==> src/rtl/text_console_writer.sv <==
// text_console_writer
//   Write side of the VGA text-mode console. It interprets a byte stream as
//   terminal output and maintains the character buffer that the display
//   engine reads. The buffer is COLS x ROWS cells, row-major, and its address
//   is row*COLS + col.
//
// Ports:
//   clk, rst_n           clock, asynchronous active-low reset
//   in_data/in_valid     byte stream in; in_ready is high only in IDLE
//   wr_en/wr_addr/wr_data  registered buffer write port
//   rd_addr/rd_data      registered read address; rd_data must be valid in the
//                        cycle after rd_addr changes
//   cursor_pos           row*COLS + col
//   busy                 !in_ready
//
// Bytes handled: printable bytes 0x20-0x7E and any byte with bit 7 set are
// written at the cursor. CR, LF, BS and FF move the cursor. FF also clears the
// screen. Any other byte is consumed and ignored. Scrolling copies rows 1..ROWS-1
// up by one row through the read port, then blanks the last row.
module text_console_writer #(
  parameter int          COLS   = 80,
  parameter int          ROWS   = 25,
  parameter int          ADDR_W = 11,
  parameter logic [7:0]  BLANK  = 8'h20
) (
  input  logic              clk,
  input  logic              rst_n,
  input  logic [7:0]        in_data,
  input  logic              in_valid,
  output logic              in_ready,
  output logic              wr_en,
  output logic [ADDR_W-1:0] wr_addr,
  output logic [7:0]        wr_data,
  output logic [ADDR_W-1:0] rd_addr,
  input  logic [7:0]        rd_data,
  output logic [ADDR_W-1:0] cursor_pos,
  output logic              busy
);

  localparam int ROW_W = (ROWS > 1) ? $clog2(ROWS) : 1;
  localparam int COL_W = (COLS > 1) ? $clog2(COLS) : 1;

  localparam logic [ADDR_W-1:0] COLS_A     = ADDR_W'(COLS);
  localparam logic [ADDR_W-1:0] LAST_A     = ADDR_W'(COLS * ROWS - 1);
  localparam logic [ADDR_W-1:0] ROW_LAST_A = ADDR_W'((ROWS - 1) * COLS);
  localparam logic [ROW_W-1:0]  LAST_ROW   = ROW_W'(ROWS - 1);
  localparam logic [COL_W-1:0]  LAST_COL   = COL_W'(COLS - 1);

  typedef enum logic [1:0] {IDLE, SCROLL, CLEAR_ROW, CLEAR_ALL} state_e;

  state_e              state_q, state_d;
  logic [ADDR_W-1:0]   cnt_q, cnt_d;       // sweep counter for scroll and clears
  logic [ROW_W-1:0]    row_q, row_d;
  logic [COL_W-1:0]    col_q, col_d;
  logic                rd_pend_q, rd_pend_d;  // rd_addr_q holds a read whose data is arriving
  logic                drain_q, drain_d;      // last scroll read issued; the next cycle only writes
  logic                wr_en_q, wr_en_d;
  logic [ADDR_W-1:0]   wr_addr_q, wr_addr_d;
  logic [7:0]          wr_data_q, wr_data_d;
  logic [ADDR_W-1:0]   rd_addr_q, rd_addr_d;

  logic accept, last_row, last_col, is_print;

  assign in_ready   = (state_q == IDLE);
  assign busy       = ~in_ready;
  assign accept     = in_valid & in_ready;
  assign last_row   = (row_q == LAST_ROW);
  assign last_col   = (col_q == LAST_COL);
  assign is_print   = in_data[7] | ((in_data >= 8'h20) & (in_data <= 8'h7E));
  assign cursor_pos = ADDR_W'(row_q) * COLS_A + ADDR_W'(col_q);

  assign wr_en   = wr_en_q;
  assign wr_addr = wr_addr_q;
  assign wr_data = wr_data_q;
  assign rd_addr = rd_addr_q;

  // State register
  always_ff @(posedge clk or negedge rst_n) begin
    if (!rst_n) state_q <= CLEAR_ALL;
    else        state_q <= state_d;
  end

  // Next-state logic
  always_comb begin
    state_d = state_q;
    case (state_q)
      IDLE: begin
        if (accept) begin
          if (is_print && last_row && last_col)  state_d = SCROLL;
          else if (in_data == 8'h0A && last_row) state_d = SCROLL;
          else if (in_data == 8'h0C)             state_d = CLEAR_ALL;
        end
      end
      SCROLL:    if (drain_q)         state_d = CLEAR_ROW;
      CLEAR_ROW: if (cnt_q == LAST_A) state_d = IDLE;
      CLEAR_ALL: if (cnt_q == LAST_A) state_d = IDLE;
      default:                        state_d = IDLE;
    endcase
  end

  // Output and datapath logic
  always_comb begin
    cnt_d     = cnt_q;
    row_d     = row_q;
    col_d     = col_q;
    rd_pend_d = 1'b0;
    drain_d   = drain_q;
    wr_en_d   = 1'b0;
    wr_addr_d = wr_addr_q;
    wr_data_d = wr_data_q;
    rd_addr_d = rd_addr_q;

    case (state_q)
      IDLE: begin
        if (accept) begin
          if (is_print) begin
            wr_en_d   = 1'b1;
            wr_addr_d = cursor_pos;
            wr_data_d = in_data;
            if (last_col) begin
              col_d = '0;
              if (!last_row) row_d = row_q + ROW_W'(1);
              else begin
                cnt_d   = COLS_A;
                drain_d = 1'b0;
              end
            end else begin
              col_d = col_q + COL_W'(1);
            end
          end else if (in_data == 8'h0D) begin
            col_d = '0;
          end else if (in_data == 8'h0A) begin
            if (!last_row) row_d = row_q + ROW_W'(1);
            else begin
              cnt_d   = COLS_A;
              drain_d = 1'b0;
            end
          end else if (in_data == 8'h08) begin
            if (col_q != '0) col_d = col_q - COL_W'(1);
          end else if (in_data == 8'h0C) begin
            row_d = '0;
            col_d = '0;
            cnt_d = '0;
          end
        end
      end

      // Read cell s, then one cycle later write its data one row up.
      // The write address trails the read address by a full row.
      SCROLL: begin
        if (rd_pend_q) begin
          wr_en_d   = 1'b1;
          wr_addr_d = rd_addr_q - COLS_A;
          wr_data_d = rd_data;
        end
        if (!drain_q) begin
          rd_addr_d = cnt_q;
          rd_pend_d = 1'b1;
          if (cnt_q == LAST_A) drain_d = 1'b1;
          else                 cnt_d   = cnt_q + ADDR_W'(1);
        end else begin
          cnt_d = ROW_LAST_A;
        end
      end

      CLEAR_ROW, CLEAR_ALL: begin
        wr_en_d   = 1'b1;
        wr_addr_d = cnt_q;
        wr_data_d = BLANK;
        if (cnt_q != LAST_A) cnt_d = cnt_q + ADDR_W'(1);
      end

      default: ;
    endcase
  end

  always_ff @(posedge clk or negedge rst_n) begin
    if (!rst_n) begin
      cnt_q     <= '0;
      row_q     <= '0;
      col_q     <= '0;
      rd_pend_q <= 1'b0;
      drain_q   <= 1'b0;
      wr_en_q   <= 1'b0;
      wr_addr_q <= '0;
      wr_data_q <= BLANK;
      rd_addr_q <= '0;
    end else begin
      cnt_q     <= cnt_d;
      row_q     <= row_d;
      col_q     <= col_d;
      rd_pend_q <= rd_pend_d;
      drain_q   <= drain_d;
      wr_en_q   <= wr_en_d;
      wr_addr_q <= wr_addr_d;
      wr_data_q <= wr_data_d;
      rd_addr_q <= rd_addr_d;
    end
  end

endmodule

==> config.mk <==
export PLATFORM = sky130hd
export DESIGN_NAME = text_console_writer
export DESIGN_NICKNAME = d
export VERILOG_FILES = /design/src/rtl/text_console_writer.sv
export SDC_FILE = /design/constraint.sdc
export NUM_CORES = 1
export LEC_CHECK = 0
export CAP_MARGIN = 20
export CORE_MARGIN = 2
export CORE_UTILIZATION = 45
export CTS_CLUSTER_DIAMETER = 40
export DETAILED_ROUTE_END_ITERATION = 8
export PLACE_DENSITY = 0.72
export SLEW_MARGIN = 20
export SYNTH_ARGS = -nofsm -noshare
export SYNTH_HDL_FRONTEND = slang
export SYNTH_SLANG_ARGS = --single-unit
==> constraint.sdc <==
create_clock -name clk -period 2.6 [get_ports clk]
set_input_delay 0.78 -clock clk [delete_from_list [all_inputs] [get_ports clk]]
set_output_delay 0.78 -clock clk [all_outputs]
set_load 0.05 [all_outputs]
Yosys cells after proc, flatten, opt, wreduce, memory -nomap -nowiden:

Index checks and enable logic that the tools add are counted.

* flip-flop bits (word level): 58
* bits of input ports: 19
* word-level logic and storage cells: 125
* output and inout port bits: 44

* mux-type cells: 56
* $mul: 1
* $add $sub $neg: 6
* eq/ne operators: 29
* magnitude comparators: 2
* reduce and logical (&&, ||, !) cells: 16
* bitwise logic cells: 5

Operator list (count)
* $mux 11: 14
* $pmux 11 s3: 2
* $mux 7: 7
* $mux 5: 7
* $eq 8x4->1 const B: 4
* $mux 8: 3
* $pmux 8 s3: 1
* $mux 1: 13
* $mux 2: 6
* $ne 3x3->1 const B: 4
* $add 11x1->11 const B: 1
* $add 11x7->11: 1
* $eq 11x11->1 const B: 1
* $ne 11x11->1 const B: 1
* $sub 11x7->11 const B: 1
* $reduce_and 5->1: 2
* $ge 8x6->1 const B: 1
* $le 8x7->1 const B: 1
* $ne 2x1->1 const B: 4
* $ne 2x2->1 const B: 4
* $ne 4x1->1 const B: 2
* $add 7x1->7 const B: 1
* $eq 7x7->1 const B: 1
* $mul 5x3->7 const B: 1
* other kinds (27): 32

Longest topological paths before layout:

Gate-level depths: netlist of run 1.

* word-level depth: 8
* depth in mapped cells: 10
* mapped depth without buffers: 10

Worst setup path before layout of run 1:

OpenSTA, ideal clock, no wires.

* path type: register to output
* start point: register row_q[1]
* end point: output cursor_pos[10]
* setup slack: -839 ps
* data required time: 1820 ps
* stages on the path, launching flop included: 9
* data arrival time: 2659 ps
* buffers on the path: 0
* path through: dfrtp_1 > ha_1 > ha_1 > inv_1 > fa_1 > xnor2_1 > o2111ai_1 > xnor2_1 > xnor2_1

* longest elaborated chain between the ends: 2

Ends and longest elaborated chain
* start, declared: line 53 `logic [ROW_W-1:0] row_q, row_d;`
* start signal, assigned: line 190 `row_q <= row_d;`
* $mul 5x3->7: line 70 `assign cursor_pos = ADDR_W'(row_q) * COLS_A + ADDR_W'(col_q);`
* $add 11x7->11: line 70
* end, declared: line 36 `output logic [ADDR_W-1:0] cursor_pos,`

No other way between the ends.

Worst setup path in the final report of run 1:

* start point: register row_q[3]
* end point: output cursor_pos[10]

Same word-level chain as after synthesis.

==> impl_metrics.yaml, run 1 <==
global_route:
  grt_pass1_wl_um: 17900
  grt_max_degree: 59
  grt_usage_pct: 25.3
  first_global_vias: 3662
  antenna_found_initial: 0
  grt_overflow_total: 0
setup_path:
  slowest_delay_ns: 0.44
  crit_type: "reg -> out"
  required_ns: 1.82
  worstSetupStartpointType: "register"
  critPathCaptureType: "output port"
  cp_top_family: "adder cells"
  crit_path_max_fanout: 2
  crit_arrival_ns: 2.46
  path_cells: "ha_4 > ha_4 > inv_2 > fa_2 > inv_2 > o2111ai_4 > xnor2_2 > xnor2_4 > buf_12"
  critPathBufInv: 3
  slowest_stage: "fa_2"
timing:
  relSlewSlack_pct: 59.0
  setup_ws_ns: -0.644
  slew_violations: 0
  finClkSkew_ns: 0.0114
  hold_viol: 0
  grt_setup_unrepaired: "true"
  tightest_slew_ns: 0.608
  finalSetupTns_ns: -2.32
  finalCritPeriodShare_pct: 125
  min_period_ns: 3.24
  setup_viol: 6
  fmax_mhz: 308
power_and_ir_drop:
  leakage_nw: 2.50
  p_int_mw: 1.72
  pwr-share-comb_pct: 5.7
  p_sw_share_pct: 20.0
  pwr-share-seq_pct: 42.0
  p_switching_mw: 0.429
  power.density_nw_per_um2: 382
  ir_worst_vdd_v: 0.000253
  clkPwrFrac_pct: 52.3
  power_mw: 2.15
die:
  die_w_um: 95.2
  coreArea_um2: 8130
  ios: 63
  rows: 33
  die_y_um: 95.2
  start_util_pct: 46.1
  fp.dieArea_um2: 9070
synthesis:
  synth_nets: 451
  async_reset_ff_share_pct: 100
  synth_compound_area_share_pct: 22.1
  synth-xor-area-share_pct: 3.51
  synth_edf_count: 0
  synth_top_area_share_pct: 36.7
  ys_seq_elements: 58
  avgSynthCellArea_um2: 9.05
  yosys.area_share.adder_pct: 6.41
  synth-simple-area-share_pct: 17.3
  synth_area_leaders: "dfrtp_1 37%, ha_1 5.3%, nand2_1 4.6%"
  synth.area.mux_share_pct: 6.48
  ys_warn_count: 0
  synth_top_family_by_area: "compound AO/OA/AOI/OAI gates"
  yosysTopAreaCell: "dfrtp_1"
  synth_ff_type: "dfrtp_1"
  yosysSeqAreaShare_pct: 38.8
  ys_types: 61
  syn_inst: 414
  synth.cell_area_um2: 3750
hold_path:
  hold_class: "in -> async"
routing:
  initialDrtViolationCount: 369
  num_vias: 3781
  vias_per_cell: 5.82
  drtPass1Iterations: 5
  routedWlPerCell_um: 17.4
  ant_nets: 0
  drt_wl_total_um: 11300
  drcViolationCount: 0
clock_tree:
  ctsHoldBuffers: 0
  ctsLongestPathBuffers: 2
  clk_pin_slew_ns: 0.06
  htreeDepth: 3
  cts_buffers: 9
  clk_latency_ns: 0.35
  ctsRootBufferMaster: "clkbuf_8"
  clkSinkCount: 58
  cts_tree: "done"
finish:
  fillCellCount: 588
  drive_gt1_share_pct: 28.6
  num_antenna_cells: 0
  fin_util_pct: 69.2
  multiInputGateArea_um2: 2370
  regArea_um2: 1460
  syn2layout_area_growth_pct: 50.2
  design_area_um2: 5630
  nets: 577
run_status:
  status: "finished with violations"
  violations: "negative setup slack"
place:
  post_dp_cell_area_um2: 5050
  gp_congestion: 0.905
  place_ws_ns: -0.489
  numPortBuffers: 62
  dp_hpwl_um: 7640
run:
  cap_violations: 0
area by class of cell:
| type | count | area share (%) |
|---|---|---|
| sequential | 58 | 25.9 |
| multi-input combinational | 307 | 42.1 |
| timing repair buffer | 140 | 23.3 |
| clock buffer | 11 | 2.51 |
| inverter | 24 | 1.67 |
| tap | 105 | 2.33 |
| clock inverter | 5 | 2.22 |
metal layers:
layer | up-vias | GRT usage (%) | routed length [µm]
li1 | 1752 | - | -
met1 | 1856 | 33.1 | 4830
met2 | 151 | 42.7 | 5730
met3 | 22 | 4.03 | 585
met4 | 0 | 8.57 | 191
met5 | - | 0 | 0
synth_stat cells, drive strengths merged (2+ instances only):
library cell / number
dfrtp: 55
nand2: 46
o21ai: 35
nor2: 23
inv: 22
a21oi: 20
clkbuf: 18
nand3: 18
ha: 16
mux2i: 13
xnor2: 12
mux2: 10
o31ai: 10
buf: 7
nor2b: 7
nor3: 7
a22o: 6
a22oi: 5
a211oi: 4
a21o: 4
and3: 4
nand2b: 4
o22ai: 4
o32ai: 4
a2bb2oi: 3
and2: 3
dfstp: 3
nand4b: 3
nor4: 3
o2111ai: 3
o211ai: 3
o21a: 3
or4: 3
xor2: 3
a211o: 2
a31oi: 2
a41oi: 2
clkinv: 2
fa: 2
nand4: 2
nor3b: 2
o311ai: 2
or2: 2
or3: 2
repair_timing:
action                                  in CTS  in global routing
resized for setup                           24                 18
endpoints found under the setup margin      25                 41
buffers inserted                             5                  8
pin swaps                                   11                  9
per-stage QoR:
step,hold WS [ns],std cells
5_1_grt,0.442,650
3_3_place_gp,0.459,622
4_1_cts,0.443,642
3_5_place_dp,0.469,622
6_report,0.427,650
2_1_floorplan,0.484,414
path summary, 6_finish.rpt:
kind	start	to	slack (ns)	cells after the start
min in group clk	wr_addr[3]$_DFFE_PN0P_	wr_addr[3]$_DFFE_PN0P_	0.48	2
worst min register to register	wr_addr[3]$_DFFE_PN0P_	wr_addr[3]$_DFFE_PN0P_	0.48	2
worst min-delay path	rst_n	wr_data[0]$_DFFE_PN0P_	0.43	2
max in group asynchronous	rst_n	state_q[0]$_DFFE_PN1P_	1.85	2
worst max-delay path	row_q[3]$_DFFE_PN0P_	cursor_pos[10]	-0.64	9
worst max register to register	row_q[3]$_DFFE_PN0P_	wr_addr[9]$_DFFE_PN0P_	0.07	12
registers in the layout, indices dropped and copies added (netlist names):
name       count
cnt_q         11
rd_addr       11
wr_addr       11
wr_data        8
col_q          7
row_q          5
state_q        2
drain_q        1
rd_pend_q      1
wr_en          1
cells by family after synthesis:
| family | Yosys count |
|---|---|
| adder cells (fa/ha/maj) | 18 |
| AND/OR/NAND/NOR | 130 |
| multiplexers | 23 |
| buffers and inverters | 49 |
| AO/OA/AOI/OAI | 121 |
| XOR/XNOR | 15 |
| flip-flops | 58 |
power by group through the flow:
stage	logic [mW]	registers, mW	clock network (mW)
global route	0.131	0.902	1.18
floorplan	0.0294	0.919	0
finish	0.122	0.903	1.12
detailed placement	0.113	0.919	0
CTS	0.113	0.902	1.14
global placement	0.111	0.919	0
cells in the final DEF (no fill, tap or decap), types with 5 or more instances in the layout:
cell type / instances
a22oi_1: 5
a21oi_1: 19
inv_1: 18
clkdlybuf4s50_1: 46
o31ai_1: 9
nand2_1: 45
nor2_1: 22
nor3_1: 6
a22o_1: 6
nor2b_1: 6
mux2i_1: 13
dfrtp_1: 55
clkbuf_8: 10
buf_12: 9
nand3_1: 18
buf_6: 5
xnor2_1: 6
mux2_2: 10
buf_4: 73
o21ai_0: 32
ha_1: 12
Note: power is estimated with default switching activity, not from simulation.
==> run 2, diff against run 1 <==
==> constraint.sdc (replaced) <==
create_clock -name clk -period 2.6 [get_ports clk]
set_input_delay 0.52 -clock clk [delete_from_list [all_inputs] [get_ports clk]]
set_output_delay 0.52 -clock clk [all_outputs]
set_load 0.05 [all_outputs]
==> run 2 against run 1 <==
Compared with the run above: the flow still finishes with violations (negative setup slack); die area is the same; register-to-register slack better by 0.03 ns; non-clock buffer count is 19 lower; sequential power hardly changed; cell area down 5.8%; clock skew is 0.0015 ns lower; fmax up 6.2%; power is 9.9% lower; critical path depth stayed put; core utilization decreased by 4.0 points; hold slack worse by 0.27 ns.
==> impl_metrics.yaml, run 2 (same netlist as run 1, synthesis figures left out) <==
run_status:
  status: "finished with violations"
  violations: "negative setup slack"
setup_path:
  r2r_cells: 11
  worstSetupStartpointType: "register"
  path_cells: "ha_1 > ha_2 > inv_2 > fa_2 > xnor2_2 > o2111ai_4 > xnor2_4 > xnor2_4 > buf_12"
  r2r-start: "row_q[3]$_DFFE_PN0P_"
  slowest_stage: "dfrtp_1"
  timing.rr.end: "wr_addr[10]$_DFFE_PN0P_"
  crit_top_cell: "xnor2_4"
  crit_path_max_fanout: 2
  crit_arrival_ns: 2.53
  ff2ff_setup_slack_ns: 0.10
  crit_type: "reg -> out"
  critPathCaptureType: "output port"
  slowest_delay_ns: 0.40
  required_ns: 2.08
place:
  gp_congestion: 0.841
  dpl.cell_count: 610
  dp_hpwl_um: 7660
  numPortBuffers: 62
timing:
  setup_ws_ns: -0.453
  finalSetupTns_ns: -1.06
  tightest_slew_ns: 0.669
  fmax_mhz: 328
  hold_slack_ns: 0.153
  hold_viol: 0
  relSlewSlack_pct: 55.4
  grt_setup_unrepaired: "true"
  min_period_ns: 3.05
  finalCritPeriodShare_pct: 117
  finClkSkew_ns: 0.00987
  slew_violations: 0
  setup_viol: 3
routing:
  routedWlPerCell_um: 16.5
  drcViolationCount: 0
  ant_nets: 0
  vias_per_cell: 5.71
  drtPass1Iterations: 5
  drt_wl_total_um: 10400
  initialDrtViolationCount: 252
  num_vias: 3606
run:
  cap_violations: 0
clock_tree:
  cts_tree: "done"
  clk_latency_ns: 0.34
  clkSinkCount: 58
  ctsLongestPathBuffers: 2
  cts_buffers: 9
  clk_pin_slew_ns: 0.07
  ctsRootBufferMaster: "clkbuf_8"
  ctsHoldBuffers: 0
  htreeDepth: 3
finish:
  fin_util_pct: 65.2
  syn2layout_area_growth_pct: 41.6
  final_common_cell: "buf_4"
  drive_gt1_share_pct: 23.6
  layout_common_cells: "60 x buf_4, 55 x dfrtp_1, 52 x clkdlybuf4s50_1, 45 x nand2_1, 33 x o21ai_0"
  finalNonFillerCells: 631
  num_antenna_cells: 0
  nets: 558
power_and_ir_drop:
  ir_worst_vdd_v: 0.000225
  power_mw: 1.93
  power.density_nw_per_um2: 365
  leakage_nw: 2.31
global_route:
  grt_usage_pct: 23.9
  grt_max_degree: 33
  antenna_found_initial: 0
  first_global_vias: 3498
  grt_overflow_total: 0
  grt_pass1_wl_um: 16900
die:
  ios: 63
  die_w_um: 95.2
  coreArea_um2: 8130
  start_util_pct: 46.1
  rows: 33
  die_y_um: 95.2
  fp.dieArea_um2: 9070
hold_path:
  hold_class: "in -> async"
-- run 2: cell count changes in the layout (fill, tap and decap cells not counted), sizes merged --
cell	delta
dlymetal6s2s	-3
clkdlybuf4s50	+6
bufinv	-2
dlygate4sd2	-3
clkbuf	+2
buf	-19
-- run 2: through the flow --
stage / setup WS [ns] / instance area [µm²]
3_5_place_dp: -0.265 / 4910
3_3_place_gp: -0.220 / 4910
2_1_floorplan: -0.196 / 3800
6_report: -0.453 / 5300
4_1_cts: -0.488 / 5210
5_1_grt: -0.563 / 5300
-- run 2: metal layers --
| metal | GRT usage [%] | vias up | share of wire [%] |
|---|---|---|---|
| met5 | 0 | - | 0 |
| li1 | - | 1718 | - |
| met4 | 8.57 | 0 | 1.3 |
| met3 | 4.27 | 18 | 5.3 |
| met2 | 38.4 | 143 | 49 |
| met1 | 32.4 | 1727 | 44 |
-- run 2: timing repair --
item / CTS / global route
gates resized for setup: 12 / 10
setup endpoints to repair: 5 / 6
pin swaps: 7 / 6
setup buffers: 5 / 2
-- run 2: power breakdown --
group | internal, mW | switching, mW | total, mW
logic | 0.0529 | 0.0560 | 0.109
clock network | 0.566 | 0.358 | 0.923
registers | 0.903 | 0 | 0.903
total | 1.52 | 0.414 | 1.93
-- run 2: final cells by class --
cell class / instances / area [µm²]
Timing Repair Buffer: 121 / 1130
Tap cell: 105 / 131
Clock buffer: 13 / 149
Multi-Input combinational cell: 307 / 2280
Inverter: 24 / 91.3
Clock inverter: 3 / 65.1
Sequential cell: 58 / 1460
Fill cell: 663 / 2830
-- run 2: worst max path at each step --
stage | startpoint | endpoint | slack, ns
5_1_grt | row_q[3]$_DFFE_PN0P_ | cursor_pos[10] | -0.56
3_3_place_gp | in_data[5] | cnt_q[2]$_DFFE_PN0P_ | -0.22
3_5_place_dp | in_data[5] | cnt_q[2]$_DFFE_PN0P_ | -0.27
2_1_floorplan | row_q[1]$_DFFE_PN0P_ | cursor_pos[10] | -0.20
4_1_cts | row_q[3]$_DFFE_PN0P_ | cursor_pos[10] | -0.49
6_report | row_q[3]$_DFFE_PN0P_ | cursor_pos[10] | -0.45
-- run 2: worst max-delay path: cells and delay by family, from the launching register on --
family          cells  cell delay [ns]
buf+inv             2             0.20
flops               1             0.40
compound gates      1             0.17
fa+ha+maj           3             0.82
xor+xnor            3             0.60
==> run 3, diff against run 2 <==
--- a/config.mk
+++ b/config.mk
@@ -10,7 +10,8 @@
 export CORE_UTILIZATION = 45
 export CTS_CLUSTER_DIAMETER = 40
 export DETAILED_ROUTE_END_ITERATION = 8
-export PLACE_DENSITY = 0.72
+export DONT_BUFFER_PORTS = 1
+export PLACE_DENSITY = 0.68
 export SLEW_MARGIN = 20
 export SYNTH_ARGS = -nofsm -noshare
 export SYNTH_HDL_FRONTEND = slang
==> run 3 against run 2 <==
Compared with the run above: the flow still finishes with violations (negative setup slack); combinational power down 48%; first-iteration DRC count fell by 23%; sequential cell count did not move.
==> impl_metrics.yaml, run 3 (same netlist as run 1, synthesis figures left out) <==
clock_tree:
  cts_buffers: 9
  clkSinkCount: 58
  ctsRootBufferMaster: "clkbuf_8"
  clk_latency_ns: 0.34
  clk_pin_slew_ns: 0.06
  htreeDepth: 3
  ctsLongestPathBuffers: 2
  cts_tree: "done"
global_route:
  antenna_found_initial: 0
  grtUsageMet3_pct: 4.74
  grt_usage_pct: 23.2
  use_met2_pct: 40.6
  first_global_vias: 3356
  grt_max_degree: 56
  grtUsageMet1_pct: 28.2
  grt.busiest_layer: "met2"
  grt_overflow_total: 0
  grt_pass1_wl_um: 16100
routing:
  initialDrtViolationCount: 193
  num_vias: 3315
  ant_nets: 0
  routedWlPerCell_um: 18.1
  drcViolationCount: 0
  drtPass1Iterations: 5
  drt_wl_total_um: 9910
  vias_per_cell: 6.04
setup_path:
  worstSetupStartpointType: "register"
  cp_top_family: "adder cells"
  critPathBufInv: 1
  crit_path_max_fanout: 2
  path_cells: "ha_4 > ha_4 > inv_2 > fa_2 > xnor2_4 > o2111ai_4 > xnor2_4 > xnor2_4"
  slowest_delay_ns: 0.41
  crit_type: "reg -> out"
  crit_arrival_ns: 2.56
  critPathCaptureType: "output port"
  crit_top_cell: "xnor2_4"
  ff2ff_setup_slack_ns: 0.08
  r2r-start: "row_q[3]$_DFFE_PN0P_"
  r2r_cells: 10
  required_ns: 2.08
  slowest_stage: "dfrtp_1"
  timing.rr.end: "wr_addr[10]$_DFFE_PN0P_"
finish:
  multiInputGateArea_um2: 2250
  fillCellCount: 691
  drive_gt1_share_pct: 21.2
  syn2layout_area_growth_pct: 19.9
  nets: 476
  num_antenna_cells: 0
  final_common_cell: "dfrtp_1"
  layout_common_cells: "55 x dfrtp_1, 45 x nand2_1, 33 x o21ai_0, 33 x buf_4, 23 x nor2_1"
  regArea_um2: 1460
place:
  numPortBuffers: 0
  gp_congestion: 0.857
  dp_hpwl_um: 7030
  place_ws_ns: -0.193
die:
  die_w_um: 95.2
  rows: 33
  ios: 63
  start_util_pct: 46.1
  coreArea_um2: 8130
  die_y_um: 95.2
  fp.dieArea_um2: 9070
power_and_ir_drop:
  ir_worst_vdd_v: 0.000294
  leakage_nw: 1.96
  power.density_nw_per_um2: 421
run_status:
  status: "finished with violations"
  violations: "negative setup slack"
timing:
  slew_violations: 0
  hold_viol: 0
  min_period_ns: 3.08
  setup_viol: 3
  hold_slack_ns: 0.0224
  relSlewSlack_pct: 58.9
  tightest_slew_ns: 0.612
  setup_ws_ns: -0.477
  finalCritPeriodShare_pct: 118
  finClkSkew_ns: 0.00992
  grt_setup_unrepaired: "true"
  fmax_mhz: 325
run:
  cap_violations: 0
hold_path:
  hold_class: "in -> async"
==> run 3: worst register-to-register path: stages, from the launching register on <==
cell and delay, ns:
dfrtp_1 0.41, ha_4 0.29, ha_4 0.13, inv_2 0.04
fa_2 0.39, xnor2_4 0.18, o2111ai_4 0.18, xnor2_4 0.18
xnor2_4 0.41, o2111ai_1 0.15, nand2_1 0.10
==> run 3: cell type report <==
cell class | count | share of cell area [%]
clock buffers | 11 | 3.15
clock inverters | 5 | 1.73
inverters | 24 | 2.03
multi-input cells | 307 | 50.0
flip-flops and latches | 58 | 32.4
well taps | 105 | 2.92
repair buffers | 39 | 7.74
==> run 3: report_power, final <==
group / internal, mW / switching [mW]
Combinational: 0.0192 / 0.0371
Clock: 0.562 / 0.369
Sequential: 0.902 / 0
==> run 3: worst max path at each step <==
stage | cells after the start | slack, ns | endpoint | start
2_1_floorplan | 8 | -0.20 | cursor_pos[10] | row_q[1]$_DFFE_PN0P_
3_3_place_gp | 8 | -0.12 | cursor_pos[10] | row_q[1]$_DFFE_PN0P_
3_5_place_dp | 8 | -0.19 | cursor_pos[10] | row_q[3]$_DFFE_PN0P_
4_1_cts | 8 | -0.46 | cursor_pos[10] | row_q[3]$_DFFE_PN0P_
5_1_grt | 8 | -0.57 | cursor_pos[10] | row_q[3]$_DFFE_PN0P_
6_report | 8 | -0.48 | cursor_pos[10] | row_q[3]$_DFFE_PN0P_
==> run 3: timing repair <==
action	CTS	global route
endpoints found under the setup margin	4	6
hold endpoints to repair	55	2
pin swaps	7	7
hold buffers	1	1
resized for setup	11	9
buffers inserted	3	1
==> run 3: layer usage <==
layer | vias up | wire, µm
met2 | 125 | 5090
li1 | 1551 | -
met5 | - | 0
met1 | 1626 | 4090
met4 | 0 | 160
met3 | 13 | 566
==> run 3: per-stage QoR <==
stage	util [%]	total power, mW	area (µm²)	setup TNS, ns	instances
after global routing	55.2	1.96	4490	-1.35	549
after CTS	54.3	1.90	4410	-1.18	548
after detailed placement	50.5	0.952	4100	-0.245	528
after floorplan	-	0.949	3800	-0.294	414
after global placement	50.5	0.951	4100	-0.120	528
final	55.2	1.89	4490	-1.09	549
